`src/rtl/ram_access_ctrl_pkg.sv`:
```
`default_nettype none
// ============================================================================
// Package     : ram_ctrl_pkg
// Description : Shared definitions for the RAM access controller.
//               Holds the controller state encoding.
// Revision    : 1.0 - initial release
// ============================================================================
package ram_ctrl_pkg;

  // Controller states. The encoding is fixed so that the state register can
  // be observed and decoded outside the block.
  typedef enum logic [1:0] {
    INIT    = 2'd0,  // zero-fill sweep after reset
    IDLE    = 2'd1,  // accepting requests
    RD_WAIT = 2'd2,  // RAM read in flight
    RESP    = 2'd3   // response held until the consumer takes it
  } state_t;

endpackage : ram_ctrl_pkg
`default_nettype wire

```
`src/rtl/ram_access_ctrl_if.sv`:
```
`default_nettype none
// ============================================================================
// Interface   : ram_access_ctrl_if
// Description : CPU-side request/response handshake of the RAM access
//               controller.
//   req_valid   : request present                     (master -> slave)
//   req_ready   : controller accepts this cycle       (slave  -> master)
//   req_write   : 1 = write, 0 = read                 (master -> slave)
//   req_address : target entry                        (master -> slave)
//   req_wdata   : write data                          (master -> slave)
//   rsp_valid   : read data held on rsp_data          (slave  -> master)
//   rsp_ready   : consumer takes response             (master -> slave)
//   rsp_data    : read result                         (slave  -> master)
//   rsp_err     : address was out of range            (slave  -> master)
//   init_done   : zero-fill complete                  (slave  -> master)
// Revision    : 1.0 - initial release
// ============================================================================
interface ram_access_ctrl_if #(
  parameter int SIZE  = 8,
  parameter int DEPTH = 16
);
  localparam int ADDR_W = (DEPTH > 1) ? $clog2(DEPTH) : 1;

  logic              req_valid;
  logic              req_ready;
  logic              req_write;
  logic [ADDR_W-1:0] req_address;
  logic [SIZE-1:0]   req_wdata;
  logic              rsp_valid;
  logic              rsp_ready;
  logic [SIZE-1:0]   rsp_data;
  logic              rsp_err;
  logic              init_done;

  // CPU datapath side
  modport master (
    output req_valid, req_write, req_address, req_wdata, rsp_ready,
    input  req_ready, rsp_valid, rsp_data, rsp_err, init_done
  );

  // Controller side
  modport slave (
    input  req_valid, req_write, req_address, req_wdata, rsp_ready,
    output req_ready, rsp_valid, rsp_data, rsp_err, init_done
  );

endinterface : ram_access_ctrl_if
`default_nettype wire

```
`src/rtl/ram_access_ctrl.sv`:
```
`default_nettype none
// ============================================================================
// Module      : ram_access_ctrl
// Description : Upstream controller for a single-port synchronous RAM with a
//               1-cycle registered read and write-first behaviour.
//               Zero-fills the RAM after reset, then serves CPU reads/writes
//               over a valid/ready handshake. Read data is returned through a
//               held response register with backpressure.
// Ports       :
//   clk            in   clock, rising edge
//   rst            in   synchronous active-high reset
//   bus            if   ram_access_ctrl_if.slave (request/response handshake)
//   ram_address    out  RAM address
//   ram_write_data out  RAM write data
//   ram_write_en   out  RAM write enable
//   ram_read_data  in   RAM read data
// Revision    : 1.0 - initial release
// ============================================================================
module ram_access_ctrl
  import ram_ctrl_pkg::*;
#(
  parameter int SIZE  = 8,
  parameter int DEPTH = 16,
  localparam int ADDR_W = (DEPTH > 1) ? $clog2(DEPTH) : 1
) (
  input  logic                 clk,
  input  logic                 rst,
  ram_access_ctrl_if.slave     bus,
  output logic [ADDR_W-1:0]    ram_address,
  output logic [SIZE-1:0]      ram_write_data,
  output logic                 ram_write_en,
  input  logic [SIZE-1:0]      ram_read_data
);

  // One extra bit so DEPTH itself is representable when it is a power of two.
  localparam logic [ADDR_W:0]   c_depth = (ADDR_W + 1)'(DEPTH);
  localparam logic [ADDR_W-1:0] c_last  = ADDR_W'(DEPTH - 1);

  state_t             r_state;
  state_t             w_state_nxt;
  logic [ADDR_W-1:0]  r_init_cnt;
  logic [ADDR_W-1:0]  r_addr_q;
  logic               r_err_q;
  logic               r_init_done;
  logic               r_rsp_valid;
  logic               r_rsp_err;
  logic [SIZE-1:0]    r_rsp_data;

  logic               w_in_range;
  logic               w_rd_accept;
  logic               w_init_last;

  // Out-of-range addresses only exist when DEPTH is not a power of two.
  assign w_in_range  = ({1'b0, bus.req_address} < c_depth);
  assign w_rd_accept = (r_state == IDLE) && bus.req_valid && !bus.req_write;
  assign w_init_last = (r_state == INIT) && (r_init_cnt == c_last);

  // --------------------------------------------------------------------------
  // Next state and RAM-side outputs
  // --------------------------------------------------------------------------
  always_comb begin
    w_state_nxt    = r_state;
    ram_address    = r_addr_q;
    ram_write_data = '0;
    ram_write_en   = 1'b0;
    bus.req_ready  = 1'b0;

    case (r_state)
      INIT: begin
        ram_address  = r_init_cnt;
        ram_write_en = 1'b1;
        if (w_init_last) begin
          w_state_nxt = IDLE;
        end
      end

      IDLE: begin
        // ready depends on state only, never on req_valid
        bus.req_ready  = 1'b1;
        ram_address    = bus.req_address;
        ram_write_data = bus.req_wdata;
        if (bus.req_valid) begin
          if (bus.req_write) begin
            // out-of-range writes are dropped silently
            ram_write_en = w_in_range;
          end else begin
            w_state_nxt = RD_WAIT;
          end
        end
      end

      RD_WAIT: begin
        // RAM already registered the read at the accept edge; keep the
        // address stable so the read data stays valid this cycle.
        w_state_nxt = RESP;
      end

      RESP: begin
        if (bus.rsp_ready) begin
          w_state_nxt = IDLE;
        end
      end

      default: begin
        w_state_nxt = INIT;
      end
    endcase
  end

  // --------------------------------------------------------------------------
  // State, sweep counter, read context and response register
  // --------------------------------------------------------------------------
  always_ff @(posedge clk) begin
    if (rst) begin
      r_state     <= INIT;
      r_init_cnt  <= '0;
      r_init_done <= 1'b0;
      r_addr_q    <= '0;
      r_err_q     <= 1'b0;
      r_rsp_valid <= 1'b0;
      r_rsp_err   <= 1'b0;
      r_rsp_data  <= '0;
    end else begin
      r_state <= w_state_nxt;

      if (r_state == INIT) begin
        r_init_cnt <= r_init_cnt + ADDR_W'(1);
      end

      // sticky until the next reset
      if (w_init_last) begin
        r_init_done <= 1'b1;
      end

      if (w_rd_accept) begin
        r_addr_q <= bus.req_address;
        r_err_q  <= !w_in_range;
      end

      if (r_state == RD_WAIT) begin
        r_rsp_data  <= r_err_q ? '0 : ram_read_data;
        r_rsp_err   <= r_err_q;
        r_rsp_valid <= 1'b1;
      end else if ((r_state == RESP) && bus.rsp_ready) begin
        r_rsp_valid <= 1'b0;
      end
    end
  end

  assign bus.rsp_valid = r_rsp_valid;
  assign bus.rsp_data  = r_rsp_data;
  assign bus.rsp_err   = r_rsp_err;
  assign bus.init_done = r_init_done;

endmodule : ram_access_ctrl
`default_nettype wire

```
`src/flat_wrapper.sv`:
```
// flat-port wrapper written by rule: the top's interface ports become plain ports
module ram_access_ctrl_flat import ram_ctrl_pkg::*;
#(
  parameter int SIZE  = 8,
  parameter int DEPTH = 16,
  localparam int ADDR_W = (DEPTH > 1) ? $clog2(DEPTH) : 1
)
  (clk, rst, ram_address, ram_write_data, ram_write_en, ram_read_data, bus_req_valid, bus_req_write, bus_req_address, bus_req_wdata, bus_rsp_ready, bus_req_ready, bus_rsp_valid, bus_rsp_data, bus_rsp_err, bus_init_done);
  ram_access_ctrl_if #(.SIZE(SIZE), .DEPTH(DEPTH)) bus_i ();
  input  logic clk;
  input  logic rst;
  output logic [ADDR_W-1:0] ram_address;
  output logic [SIZE-1:0] ram_write_data;
  output logic ram_write_en;
  input  logic [SIZE-1:0] ram_read_data;
  input wire logic [$bits(bus_i.req_valid)-1:0] bus_req_valid;
  input wire logic [$bits(bus_i.req_write)-1:0] bus_req_write;
  input wire logic [$bits(bus_i.req_address)-1:0] bus_req_address;
  input wire logic [$bits(bus_i.req_wdata)-1:0] bus_req_wdata;
  input wire logic [$bits(bus_i.rsp_ready)-1:0] bus_rsp_ready;
  output wire logic [$bits(bus_i.req_ready)-1:0] bus_req_ready;
  output wire logic [$bits(bus_i.rsp_valid)-1:0] bus_rsp_valid;
  output wire logic [$bits(bus_i.rsp_data)-1:0] bus_rsp_data;
  output wire logic [$bits(bus_i.rsp_err)-1:0] bus_rsp_err;
  output wire logic [$bits(bus_i.init_done)-1:0] bus_init_done;
  assign bus_i.req_valid = bus_req_valid;
  assign bus_i.req_write = bus_req_write;
  assign bus_i.req_address = bus_req_address;
  assign bus_i.req_wdata = bus_req_wdata;
  assign bus_i.rsp_ready = bus_rsp_ready;
  assign bus_req_ready = bus_i.req_ready;
  assign bus_rsp_valid = bus_i.rsp_valid;
  assign bus_rsp_data = bus_i.rsp_data;
  assign bus_rsp_err = bus_i.rsp_err;
  assign bus_init_done = bus_i.init_done;
  ram_access_ctrl #(.SIZE(SIZE), .DEPTH(DEPTH)) u_core (.clk(clk), .rst(rst), .bus(bus_i), .ram_address(ram_address), .ram_write_data(ram_write_data), .ram_write_en(ram_write_en), .ram_read_data(ram_read_data));
endmodule
```
`config.mk`:
```
export PLATFORM = sky130hd
export DESIGN_NAME = ram_access_ctrl_flat
export DESIGN_NICKNAME = d
export VERILOG_FILES = /design/src/rtl/ram_access_ctrl_pkg.sv /design/src/rtl/ram_access_ctrl_if.sv /design/src/rtl/ram_access_ctrl.sv /design/src/flat_wrapper.sv
export SDC_FILE = /design/constraint.sdc
export NUM_CORES = 1
export LEC_CHECK = 0
export BUFFER_PORTS_ARGS = -buffer_cell sky130_fd_sc_hd__buf_2
export CORE_AREA = 2 2 50 52
export CTS_CLUSTER_SIZE = 24
export DETAILED_ROUTE_END_ITERATION = 7
export DIE_AREA = 0 0 52 54
export GPL_ROUTABILITY_DRIVEN = 0
export PLACE_DENSITY = 0.8
export SLEW_MARGIN = 25
export SYNTH_ARGS = -nofsm -noshare
export SYNTH_HDL_FRONTEND = slang
export SYNTH_SLANG_ARGS = --single-unit
```
`constraint.sdc`:
```
create_clock -name clk -period 3.62 [get_ports clk]
set_input_delay 0 -clock clk [delete_from_list [all_inputs] [get_ports clk]]
set_output_delay 0 -clock clk [all_outputs]
set_load 0.01 [all_outputs]
```
Yosys cells after proc, flatten, opt, wreduce, memory -nomap -nowiden
Cells that the tools add are included.
Cells by class
  multiplexer cells: 13
  reduce and logical (&&, ||, !) cells: 8
  add/sub/neg operators: 1
  equal/unequal tests: 8
Operators with widths (count)
  2-bit two-way mux: 4
  8-bit two-way mux: 1
  2-bit one-hot mux with 4 select lines: 1
  4-bit one-hot mux with 2 select lines: 1
  2-bit inequality test, second input constant: 3
  1-bit two-way mux: 5
  4-bit by 1-bit adder with 4-bit output, second input constant: 1
  2-bit == test, second input constant: 2
  4-bit == test, second input constant: 1
  1-bit logical AND: 4
  4-bit AND reduction: 1
  2-bit by 1-bit == test with 1-bit output, second input constant: 1
  2-bit logical NOT: 1
  2-bit by 1-bit inequality test with 1-bit output, second input constant: 1
  1-bit one-hot mux with 2 select lines: 1
  2-bit nonzero test: 1
  1-bit logical NOT: 1
Word-level totals
  register bits after elaboration: 20
  word-level logic and storage cells: 36
  output and inout bits: 25
  input port bits: 25

Longest topological paths before layout
Gate-level depths: netlist (run 1).
  depth after elaboration: 4
  depth in mapped cells: 6
  mapped depth without buffers: 5

Worst setup path after synthesis (run 1)
Ideal clock, no wire load.
  kind: flip-flop to flip-flop
  from: reg u_core.r_state[1]
  to: reg u_core.r_state[0]
  setup time: 0.121 ns
  path slack: 1.887 ns
  stages on the path, launching flop included: 7
  arrival time: 1.612 ns
  period minus slack after synthesis: 1.733 ns
  cell sequence: dfxtp_1 inv_1 ha_1 buf_2 nor2b_1 a2111oi_4 mux2_4
On the way
  word-level cells in the longest chain between the ends: 4
RTL lines
  start: declaration: RTL line ram_access_ctrl.sv:39  | state_t r_state;
  start signal: assignment: RTL line ram_access_ctrl.sv:124  | r_state <= w_state_nxt;
  2-bit logical NOT: RTL line ram_access_ctrl.sv:56, ram_access_ctrl.sv:68
  1-bit logical AND: RTL line ram_access_ctrl.sv:56  | assign w_init_last = (r_state == INIT) && (r_init_cnt == c_last);
  2-bit by 1-bit inequality test with 1-bit output (no line)
  4-bit AND reduction (no line)
Parallel ways exist; a longest one is shown, timed or not.
A chain may end at the register's enable or synchronous reset.

Final worst setup path (run 1)
  from: reg u_core.r_state[1]
  to: out ram_address[3]
On the way
  word-level cells in the longest chain between the ends: 2
RTL lines
  2-bit by 1-bit == test with 1-bit output / 2-bit logical NOT (equally long branches): RTL line ram_access_ctrl.sv:68  | case (r_state)
  4-bit one-hot mux with 2 select lines (*): RTL line ram_access_ctrl.sv:68
  end: declaration: RTL line flat_wrapper.sv:12  | output logic [ADDR_W-1:0] ram_address;
Mark *: on every way between the ends. The rest lies on a longest branch, timed or not.

==> results of run 1 <==
[worst max-delay path: cells and delay by family, from the launching register on]
family	cells	cell delay, ps
compound gates	1	230
buf+inv	2	250
simple gates	2	180
flops	1	360
fa+ha+maj	1	560
[synthesized netlist by cell type]
cell and number:
sky130_fd_sc_hd__nand3b_1 1, sky130_fd_sc_hd__nor2_1 22, sky130_fd_sc_hd__nor2b_2 1, sky130_fd_sc_hd__xor2_1 2
sky130_fd_sc_hd__a41o_1 1, sky130_fd_sc_hd__inv_1 2, sky130_fd_sc_hd__nand3_2 1, sky130_fd_sc_hd__nand2_1 2
sky130_fd_sc_hd__dfxtp_1 20, sky130_fd_sc_hd__ha_1 6, sky130_fd_sc_hd__a21oi_1 7, sky130_fd_sc_hd__nor3_1 1
sky130_fd_sc_hd__and2_1 9, sky130_fd_sc_hd__clkbuf_1 5, sky130_fd_sc_hd__xnor2_1 1, sky130_fd_sc_hd__a311oi_1 3
sky130_fd_sc_hd__mux2i_1 14, sky130_fd_sc_hd__conb_1 1, sky130_fd_sc_hd__buf_2 3, sky130_fd_sc_hd__a221oi_1 1
sky130_fd_sc_hd__buf_4 1, sky130_fd_sc_hd__a2111oi_4 1, sky130_fd_sc_hd__nand4_1 1, sky130_fd_sc_hd__nand2b_1 2
sky130_fd_sc_hd__a41oi_1 1, sky130_fd_sc_hd__mux2_4 1, sky130_fd_sc_hd__nor2b_1 4
[layout by cell type (no fill, tap or decap), types with 3 or more instances in the layout]
cell type / instances
sky130_fd_sc_hd__and2_1: 9
sky130_fd_sc_hd__mux2i_1: 14
sky130_fd_sc_hd__a311oi_1: 3
sky130_fd_sc_hd__dfxtp_1: 20
sky130_fd_sc_hd__nor2_1: 22
sky130_fd_sc_hd__buf_2: 48
sky130_fd_sc_hd__dlygate4sd3_1: 12
sky130_fd_sc_hd__nor2b_1: 4
sky130_fd_sc_hd__a21oi_1: 7
sky130_fd_sc_hd__clkbuf_4: 3
sky130_fd_sc_hd__ha_1: 6
[area by class of cell]
type                            count  area, um2
Multi-Input combinational cell     83        598
Inverter                            2       7.51
Timing Repair Buffer               60        360
Sequential cell                    20        400
Clock buffer                        3       22.5
Fill cell                         198        863
Tap cell                           30       37.5
Clock inverter                      1       30.0
[power groups by stage]
stage	registers, W	logic (W)	clock network (W)
6_report	0.000262	0.000296	0.000185
5_1_grt	0.000266	0.000326	0.000195
4_1_cts	0.000262	0.000297	0.000190
3_5_place_dp	0.000268	0.000286	0
3_3_place_gp	0.000265	0.000277	0
2_1_floorplan	0.000261	0.000203	0
[metrics by stage]
step	cell area, um2	power [W]	setup WS, ps
after global routing	1460	0.000787	1610
after CTS	1460	0.000749	1720
after floorplan	1050	0.000464	1890
after detailed placement	1280	0.000554	1790
after global placement	1280	0.000542	1910
final	1460	0.000743	1720
[worst max-delay path by stage]
| stage | startpoint | end | slack (ps) | cells past startpoint |
|---|---|---|---|---|
| floorplan | u_core.r_state[1] | u_core.r_state[0] | 1890 | 6 |
| global placement | u_core.r_state[1] | u_core.r_state[0] | 1910 | 5 |
| detailed placement | u_core.r_state[1] | u_core.r_state[0] | 1790 | 5 |
| CTS | u_core.r_state[1] | ram_address[3] | 1720 | 6 |
| global route | u_core.r_state[1] | ram_address[3] | 1610 | 6 |
| finish | u_core.r_state[1] | ram_address[3] | 1720 | 6 |
[routing by layer]
layer  GRT usage [%]  wire [um]  vias to the layer above
li1                -          -                      493
met1            20.3       1060                      446
met2            33.8       1220                       29
met3            2.78        103                        4
met4            9.21         44                        0
met5               0          0                        -
[logic make-up (layout without fill, tap and decap cells)]
kind of cell	count (synthesis)	in the layout
xor+xnor	3	3
mux	15	15
simple gates	44	44
flops	20	20
fa+ha+maj	6	6
buf+inv	11	66
other cells	1	1
compound gates	14	14
[flip-flops by register name, summed over array words and instances, names as in the netlist]
register	flops
u_core.bus.rsp_valid	1
u_core.bus.rsp_data	8
u_core.bus.init_done	1
u_core.r_init_cnt	4
u_core.r_state	2
u_core.r_addr_q	4
==> reports/results.md, run 1 <==
• initial antenna violation count: 0
• Synth Area per Inst: 9.19 um2
• post-synthesis mux area share: 14.8%
• maximum frequency from static timing analysis: 526 MHz
• dominant combinational cell family by area after synthesis: simple AND/OR/NAND/NOR gates
• Critical Path Start Type: flip-flop
• worst-skew pair later-pin latency: 310 ps
• clock tree from TritonCTS: built
• r2r setup slk: 1780 ps
• CTS-repair resized insts: 0
• drt pass-1 iters: 4
• number of H-tree branching levels: 1
• CORE AREA: 0.00232 mm2
• Slew @ Worst Pin: 612 ps
• switching power: 0.000252 W
• area enclosed by the die boundary: 0.00281 mm2
• IR drop worst, VDD: 0.000308 V
• count of hold-fix buffers inserted at cts: 12
• required time worst endpoint: 3620 ps
• Gate Count Post-Synth: 114
• first-pass GRT wire length: 3810 um
• unrepaired setup endpoints after global routing: no
• fraction of final layout cells with drive strength greater than 1: 33.1%
• simple-gate area share of the yosys netlist: 21.1%
• Vert. Die Dim: 54 um
• worst endpoint data arrival time: 1900 ps
• #FFs+latches synth: 20
• leftover overflow at the end of global routing: 0
• post-route clock period utilization: 52.5%
• end of the worst hold path: u_core.bus.rsp_valid
• part of the total power dissipated in sequential elements: 35.3%
• synthesized-area fraction occupied by adder cells: 7.17%
• post-route antenna net violation count: 0
• cell types occupying the most area after synthesis: sky130_fd_sc_hd__dfxtp_1 (38%), sky130_fd_sc_hd__mux2i_1 (13%), sky130_fd_sc_hd__nor2_1 (7.9%)
• count of different cell masters after synthesis: 27
• number of top-level pins: 50
• maximum single-stage delay on the critical path: 560 ps
• Post-route DRC: 0
• Setup crit end kind: output pin
• initial cell density of the core: 45.1%
• power density over cell area: 510 mW/mm2
• ratio of routed vias to standard cells: 4.88
• parity-gate share of the synthesized area counting xor and xnor cells: 2.51%
• crit path max fanout: 16
• type of the setup path with the least slack: reg -> out
• routed len/inst: 12.2 um
• Overall Global Routing Usage: 18.3%
• routed wire length: 2430 um
• final non-filler cell total: 199
• Netlist Area Pre-Place: 0.00105 mm2
• relative slew slack: 59.2%
• combinational fraction of design power: 39.8%
• static leakage: 0.706 nW
• switching share of power: 33.9%
• final hold slack: 28.2 ps
• cell-internal power: 0.000491 W
• area share of the leading cell type in the synthesized netlist: 38.2%
• via count: 972
• Sink Count: 20
• setup repair bufs after CTS: 0
• post-synth top area cell: sky130_fd_sc_hd__dfxtp_1
• number of endpoints failing setup at the final stage: 0
• cell type with the highest occurrence count on the critical path: sky130_fd_sc_hd__nor2_1
• number of cells on the worst hold path: 4
• maximum capacitance violations: 0
• worst hold start: bus_rsp_ready
• terminus of the critical flop-to-flop path: u_core.r_state[0]
• Compound-Gate Fraction of Synth Area: 11.1%
• number of placed instances with taps included: 183
• post-layout net count: 201
• Yosys Warn Count: 0
• clock network fraction of design power: 24.9%
• total nets after synthesis: 145
• root buffer cell: sky130_fd_sc_hd__clkbuf_4
• total of buffers placed on input and output ports: 48
• number of buffers created by CTS: 3
• Final Critical Period: 1900 ps
• critical-path cell list: inv_1 -> ha_1 -> nor2_1 -> a221oi_1 -> nor2_1 -> buf_2
• Fin Setup TNS: 0 ps
• x dimension of the die: 52 um
• detailed router's first-iteration violation count: 7
• reg2reg path depth: 5
• clock slew at the register clock pins of the worst setup and hold paths: 120 ps
• sequential cell area fraction in the yosys report: 38.2%
• sum of net half-perimeters after detailed placement: 1760 um
• hold violation count in the final report: 0
• Tightest Hold Check Type: in -> reg
• diode insertion count for antenna repair: 0
• maximum buffer depth of the clock tree: 2
• P&R area growth vs syn: 39.1%
• slowest stage cell on the critical path: sky130_fd_sc_hd__ha_1
• standard-cell rows: 18
• Final Util: 62.8%
• final setup skew: 5.87 ps
• largest net degree at the start of global routing: 23
• outcome: complete, no violations
• final-report max-slew violation count: 0
• number of global-route vias before repair: 922
• startpoint of the worst register-to-register path: u_core.r_state[1]
Power figures use the tool's default switching activity.
==> inputs of run 2 (changes only) <==
Settings changed: ABC_AREA set to 1, CORE_AREA 2 2 50 52 to 2 2 51 53, DIE_AREA 0 0 52 54 to 0 0 53 55, PLACE_DENSITY 0.8 to 0.76.
Clock period 3.62 ns to 1.9 ns, I/O delays scaled along.
==> reports/results.md, run 2 <==
• ratio of routed vias to standard cells: 4.66, -4.6%
• P&R area growth vs syn: 39.1%, about the same
• cell types occupying the most area after synthesis: sky130_fd_sc_hd__dfxtp_1 (40%), sky130_fd_sc_hd__nor2_1 (14%), sky130_fd_sc_hd__nand2_1 (10%)
• fraction of synthesis flops using an asynchronous set or reset pin: 0%, unchanged
• Tightest Hold Check Type: in -> reg
• x dimension of the die: 53 um, +1.9%
• initial cell density of the core: 42.9%, -2.3 points
• count of different cell masters after synthesis: 17, -37%
• Yosys Warn Count: 0, unchanged
• largest delay contributor family on the critical path: buffers and inverters
• final setup skew: 0.642 ps, -5.23 ps
• register area: 400 um2, unchanged
• post-route antenna net violation count: 0, unchanged
• #FFs+latches synth: 20, unchanged
• number of buffers created by CTS: 3, unchanged
• Vert. Die Dim: 55 um, +1.9%
• critical-path cell list: inv_1 -> ha_2 -> clkinvlp_4 -> a21oi_1 -> dlygate4sd3_1
• clock slew at the register clock pins of the worst setup and hold paths: 100 ps, -20 ps
• fill cell total of the finished layout: 225, +14%
• diode insertion count for antenna repair: 0, unchanged
• CORE AREA: 0.00236 mm2, +1.9%
• commonest cells after routing, fill and taps aside: sky130_fd_sc_hd__buf_2 (48), sky130_fd_sc_hd__nor2_1 (37), sky130_fd_sc_hd__nand2_1 (28)
• Overall Global Routing Usage: 16.6%, -1.7 points
• initial antenna violation count: 0, unchanged
• unrepaired setup endpoints after global routing: no
• Netlist Area Pre-Place: 0.00101 mm2, -3.2%
• most used flip-flop cell after synthesis: sky130_fd_sc_hd__dfxtp_1
• clock tree from TritonCTS: built
• fraction of final layout cells with drive strength greater than 1: 27.1%, -6.0 points
• largest net degree at the start of global routing: 19, -17%
• post-synth top area cell: sky130_fd_sc_hd__dfxtp_1
• maximum buffer depth of the clock tree: 2, unchanged
• total nets after synthesis: 182, +26%
• hold violation count in the final report: 0, unchanged
• static leakage: 0.794 nW, +12%
• type of the setup path with the least slack: reg -> reg
• area enclosed by the die boundary: 0.00292 mm2, +3.8%
• routed wire length: 2440 um, +0.25%
• sum of net half-perimeters after detailed placement: 1830 um, +4.1%
• crit path max fanout: 9, -7
• maximum frequency from static timing analysis: 589 MHz
• final-report max-slew violation count: 0, unchanged
• Final Critical Period: 1700 ps
• number of top-level pins: 50, unchanged
• root buffer cell: sky130_fd_sc_hd__clkbuf_4
• worst endpoint data arrival time: 1940 ps, +40 ps
• slowest stage cell on the critical path: sky130_fd_sc_hd__dlygate4sd3_1
• power density over cell area: 1160 mW/mm2, +130%
• leftover overflow at the end of global routing: 0, unchanged
• IR drop worst, VDD: 0.000635 V, +110%
• number of endpoints failing setup at the final stage: 0, unchanged
• drt pass-1 iters: 4, unchanged
• maximum single-stage delay on the critical path: 540 ps, -20 ps
• max FFs per register: 8, unchanged
• Sink Count: 20, unchanged
• total power: 0.00164 W, +120%
• most numerous cell types in the synthesized netlist: sky130_fd_sc_hd__nor2_1 (37), sky130_fd_sc_hd__nand2_1 (28), sky130_fd_sc_hd__dfxtp_1 (20), sky130_fd_sc_hd__o21ai_0 (20), sky130_fd_sc_hd__inv_1 (19)
• multi-input combinational cell area: 505 um2, -15%
• Critical Path Start Type: flip-flop
• maximum capacitance violations: 0, unchanged
• area share of the leading cell type in the synthesized netlist: 39.5%, +1.3 points
• post-route clock period utilization: 89.3%
• leading cell type in the layout, fill and taps excluded: sky130_fd_sc_hd__buf_2
• post-layout net count: 243, +21%
• first-pass GRT wire length: 3590 um, -5.6%
• detailed router's first-iteration violation count: 25, +18
• worst-skew pair later-pin latency: 290 ps, -20 ps
• EDFF count, synth: 0, unchanged
• Final Util: 59.6%, -3.2 points
• most frequently used cell type in the post-synthesis netlist: sky130_fd_sc_hd__nor2_1
• routed len/inst: 10.2 um, -17%
• via count: 1118, +15%
• count of buffer and inverter cells on the critical path: 3, +1
• number of H-tree branching levels: 1, unchanged
• outcome: complete, no violations
• Fin Setup TNS: 0 ps, unchanged
• finished layout cell area: 0.00141 mm2, -3.2%
• dpl cell area: 0.00127 mm2, -0.97%
• standard-cell rows: 18, unchanged
• required time worst endpoint: 2140 ps, -1480 ps
• setup repair bufs after CTS: 0, unchanged
• sequential cell area fraction in the yosys report: 39.5%, +1.3 points
• Setup crit end kind: flip-flop
• Synth Area per Inst: 6.71 um2, -27%
• Post-route DRC: 0, unchanged
• Gate Count Post-Synth: 151, +32%
• number of global-route vias before repair: 901, -2.3%
• total of buffers placed on input and output ports: 48, unchanged
run 2: cell types whose count changed after synthesis, moves of 3 or more:
cell                       change
sky130_fd_sc_hd__a21oi_1       -3
sky130_fd_sc_hd__a311oi_1      -3
sky130_fd_sc_hd__and2_1        -9
sky130_fd_sc_hd__buf_2         -3
sky130_fd_sc_hd__clkbuf_1      -5
sky130_fd_sc_hd__inv_1        +17
sky130_fd_sc_hd__mux2i_1      -14
sky130_fd_sc_hd__nand2_1      +26
sky130_fd_sc_hd__nand3_1       +4
sky130_fd_sc_hd__nor2_1       +15
sky130_fd_sc_hd__nor2b_1       -4
sky130_fd_sc_hd__o21ai_0      +20
run 2: per-stage QoR:
step	setup slack (ps)	instances	hold WS (ps)
floorplan	685	151	69.1
global placement	457	226	189
detailed placement	456	226	200
CTS	52.6	240	2.61
global route	94.9	240	9.53
finish	203	240	2.85
run 2: per-layer routing:
layer / part of all wire, % / track usage [%] / vias to the layer above
met1: 43 / 20.5 / 474
li1: - / - / 586
met4: 0.90 / 5.13 / 0
met2: 47 / 29.6 / 53
met5: 0 / 0 / -
met3: 9.1 / 2.69 / 5
run 2: cells by family after synthesis:
logic type | after synthesis | synth area share (%)
buffers and inverters | 26 | 10.9
AO/OA/AOI/OAI | 27 | 14.1
adder cells (fa/ha/maj) | 6 | 7.41
flip-flops | 20 | 39.5
AND/OR/NAND/NOR | 71 | 27.8
other | 1 | 0.370
run 2: tightest hold or removal path, stage by stage:
cell and delay, ps:
sky130_fd_sc_hd__buf_2 80, sky130_fd_sc_hd__o21ai_0 90, sky130_fd_sc_hd__nor2_1 90
run 2: repair_timing:
action | in CTS | in global routing
hold endpoints to repair | 11 | 0
setup endpoints to repair | 0 | 1
resized for setup | 0 | 2
hold buffers | 11 | 0
run 2: worst paths after layout:
kind                                      startpoint              endpoint  slack, ps  cells past startpoint
worst max-delay path               u_core.r_state[0]  u_core.bus.rsp_valid        200                      5
worst min-delay path              bus_req_address[3]    u_core.r_addr_q[3]          3                      3
worst max register to register     u_core.r_state[0]  u_core.bus.rsp_valid        200                      5
worst min register to register  u_core.r_init_cnt[3]  u_core.r_init_cnt[3]        490                      1
run 2: report_power, final:
group	switching [W]	internal, W
clock network	0.000120	0.0000737
logic	0.000509	0.000342
registers	0.0000721	0.000526
run 2: cell type report:
class / instances / share of cell area [%]
Timing Repair Buffer: 60 / 25.4
Sequential cell: 20 / 28.4
Inverter: 22 / 6.12
Clock buffer: 3 / 1.60
Multi-Input combinational cell: 105 / 35.8
Tap cell: 30 / 2.66
==> inputs of run 3 (changes only) <==
Settings changed: CAP_MARGIN set to 20, PLACE_DENSITY 0.76 to 0.81.
==> reports/results.md, run 3 (same netlist as run 2, synthesis figures left out) <==
• outcome: complete, no violations
• number of endpoints failing setup at the final stage: 0, unchanged
• switching share of power: 41.8%, -0.86 points
• fraction of final layout cells with drive strength greater than 1: 27.1%, -0.040 points
• crit path max fanout: 9, unchanged
• r2r setup slk: 190 ps, -20 ps
• count of buffer and inverter cells on the critical path: 3, unchanged
• CORE AREA: 0.00236 mm2, unchanged
• critical-path cell list: inv_1 -> ha_2 -> clkinvlp_4 -> a21oi_1 -> dlygate4sd3_1
• number of top-level pins: 50, unchanged
• maximum single-stage delay on the critical path: 550 ps, about the same
• cell-internal power: 0.000988 W, +5.0%
• number of cells on the worst hold path: 4, +1
• worst-skew pair later-pin latency: 300 ps, about the same
• final-report max-slew violation count: 0, unchanged
• startpoint of the worst register-to-register path: u_core.r_state[0]
• largest net degree at the start of global routing: 19, unchanged
• Critical Path Start Type: flip-flop
• Overall Global Routing Usage: 18.0%, +1.5 points
• number of H-tree branching levels: 1, unchanged
• final hold slack: 132 ps, +129 ps
• post-route clock period utilization: 90.2%, +0.92 points
• worst hold start: bus_req_valid
• total of buffers placed on input and output ports: 48, unchanged
• routed wire length: 2450 um, +0.70%
• number of buffers created by CTS: 3, unchanged
• detailed router's first-iteration violation count: 14, -44%
• final setup skew: 1.31 ps, +0.669 ps
• Post-route DRC: 0, unchanged
• diode insertion count for antenna repair: 0, unchanged
• slowest stage cell on the critical path: sky130_fd_sc_hd__dlygate4sd3_1
• number of global-route vias before repair: 993, +10%
• Final Critical Period: 1710 ps, +17.4 ps
• IR drop worst, VDD: 0.000749 V, +18%
• unrepaired setup endpoints after global routing: no
• final non-filler cell total: 244, +1.7%
• Setup crit end kind: flip-flop
• type of the setup path with the least slack: reg -> reg
• leading cell type in the layout, fill and taps excluded: sky130_fd_sc_hd__buf_2
• max FFs per register: 8, unchanged
• combinational fraction of design power: 50.4%, -1.4 points
• largest delay contributor family on the critical path: buffers and inverters
• commonest cells after routing, fill and taps aside: sky130_fd_sc_hd__buf_2 (48), sky130_fd_sc_hd__nor2_1 (37), sky130_fd_sc_hd__nand2_1 (28)
• hold violation count in the final report: 0, unchanged
• static leakage: 0.813 nW, +2.5%
• clock slew at the register clock pins of the worst setup and hold paths: 110 ps, about the same
• standard-cell rows: 18, unchanged
• post-route antenna net violation count: 0, unchanged
• initial antenna violation count: 0, unchanged
• area enclosed by the die boundary: 0.00292 mm2, unchanged
• number of placed instances with taps included: 226, unchanged
• drt pass-1 iters: 4, unchanged
• worst endpoint data arrival time: 1970 ps, +30 ps
• terminus of the critical flop-to-flop path: u_core.bus.rsp_valid
• part of the total power dissipated in sequential elements: 35.1%, -1.3 points
• maximum frequency from static timing analysis: 583 MHz, -1.0%
• clock tree from TritonCTS: built
• reg2reg path depth: 5, unchanged
• Sink Count: 20, unchanged
• x dimension of the die: 53 um, unchanged
• via count: 1110, -0.72%
• leftover overflow at the end of global routing: 0, unchanged
• fill cell total of the finished layout: 223, -0.89%
• setup repair bufs after CTS: 0, unchanged
• clock network fraction of design power: 14.5%, +2.7 points
• first-pass GRT wire length: 3840 um, +6.7%
• P&R area growth vs syn: 43.5%
• Tightest Hold Check Type: in -> reg
• Fin Setup TNS: 0 ps, unchanged
• sum of net half-perimeters after detailed placement: 1700 um, -7.0%
• end of the worst hold path: u_core.r_addr_q[2]
• initial cell density of the core: 42.9%, unchanged
• Vert. Die Dim: 55 um, unchanged
• maximum capacitance violations: 0, unchanged
• post-layout net count: 246, +1.2%
• required time worst endpoint: 2150 ps, about the same
• switching power: 0.000710 W, +1.3%
• power density over cell area: 1170 mW/mm2, +0.28%
• root buffer cell: sky130_fd_sc_hd__clkbuf_4
• maximum buffer depth of the clock tree: 2, unchanged
• ratio of routed vias to standard cells: 4.55, -2.3%
• routed len/inst: 10.1 um, -0.95%
run 3: layer usage:
metal	vias to the layer above	track usage [%]	wire [um]
li1	589	-	-
met1	463	19.1	1030
met2	58	34.6	1160
met3	0	3.76	261
met4	0	7.69	0
met5	-	0	0
run 3: repair_timing:
action / 4_1_cts / 5_1_grt
gates resized for setup: 0 / 2
setup endpoints to repair: 0 / 1
hold buffers: 14 / 0
endpoints found under the hold margin: 14 / 0
run 3: worst min-delay path, cell delays in order:
cell and delay (ps):
sky130_fd_sc_hd__buf_2 110, sky130_fd_sc_hd__nand2_1 130, sky130_fd_sc_hd__o21ai_0 90, sky130_fd_sc_hd__nor2_1 70
run 3: worst max-delay path by stage:
stage                           endpoint  cells after the start               from  slack [ps]
floorplan              u_core.r_state[0]                      8  u_core.r_state[1]         680
global placement      u_core.r_addr_q[3]                      8  u_core.r_state[1]         510
detailed placement  u_core.r_init_cnt[3]                      6  u_core.r_state[0]         490
CTS                 u_core.bus.rsp_valid                      5  u_core.r_state[0]          60
global route        u_core.bus.rsp_valid                      5  u_core.r_state[0]          50
finish              u_core.bus.rsp_valid                      5  u_core.r_state[0]         190
run 3: power by group through the flow:
stage	logic [W]	clock network, W	registers [W]
after floorplan	0.000543	0	0.000621
after global placement	0.000814	0	0.000602
after detailed placement	0.000820	0	0.000601
after CTS	0.000851	0.000255	0.000594
after global routing	0.000985	0.000266	0.000608
final	0.000856	0.000247	0.000596
run 3: per-stage QoR:
step | setup slack (ps) | power, W | utilization (%) | instance area (um2)
global placement | 509 | 0.00142 | 53.8 | 1270
detailed placement | 491 | 0.00142 | 53.8 | 1270
CTS | 57.8 | 0.00170 | 61.2 | 1450
floorplan | 685 | 0.00116 | - | 1010
finish | 186 | 0.00170 | 61.5 | 1450
global route | 47.5 | 0.00186 | 61.5 | 1450
run 3: area by class of cell:
cell class	instances	area [um2]	share of cell area (%)
clock buffers	4	36.3	2.50
inverters	22	86.3	5.94
flip-flops and latches	20	400	27.5
repair buffers	63	388	26.7
well taps	30	37.5	2.58
multi-input cells	105	505	34.8
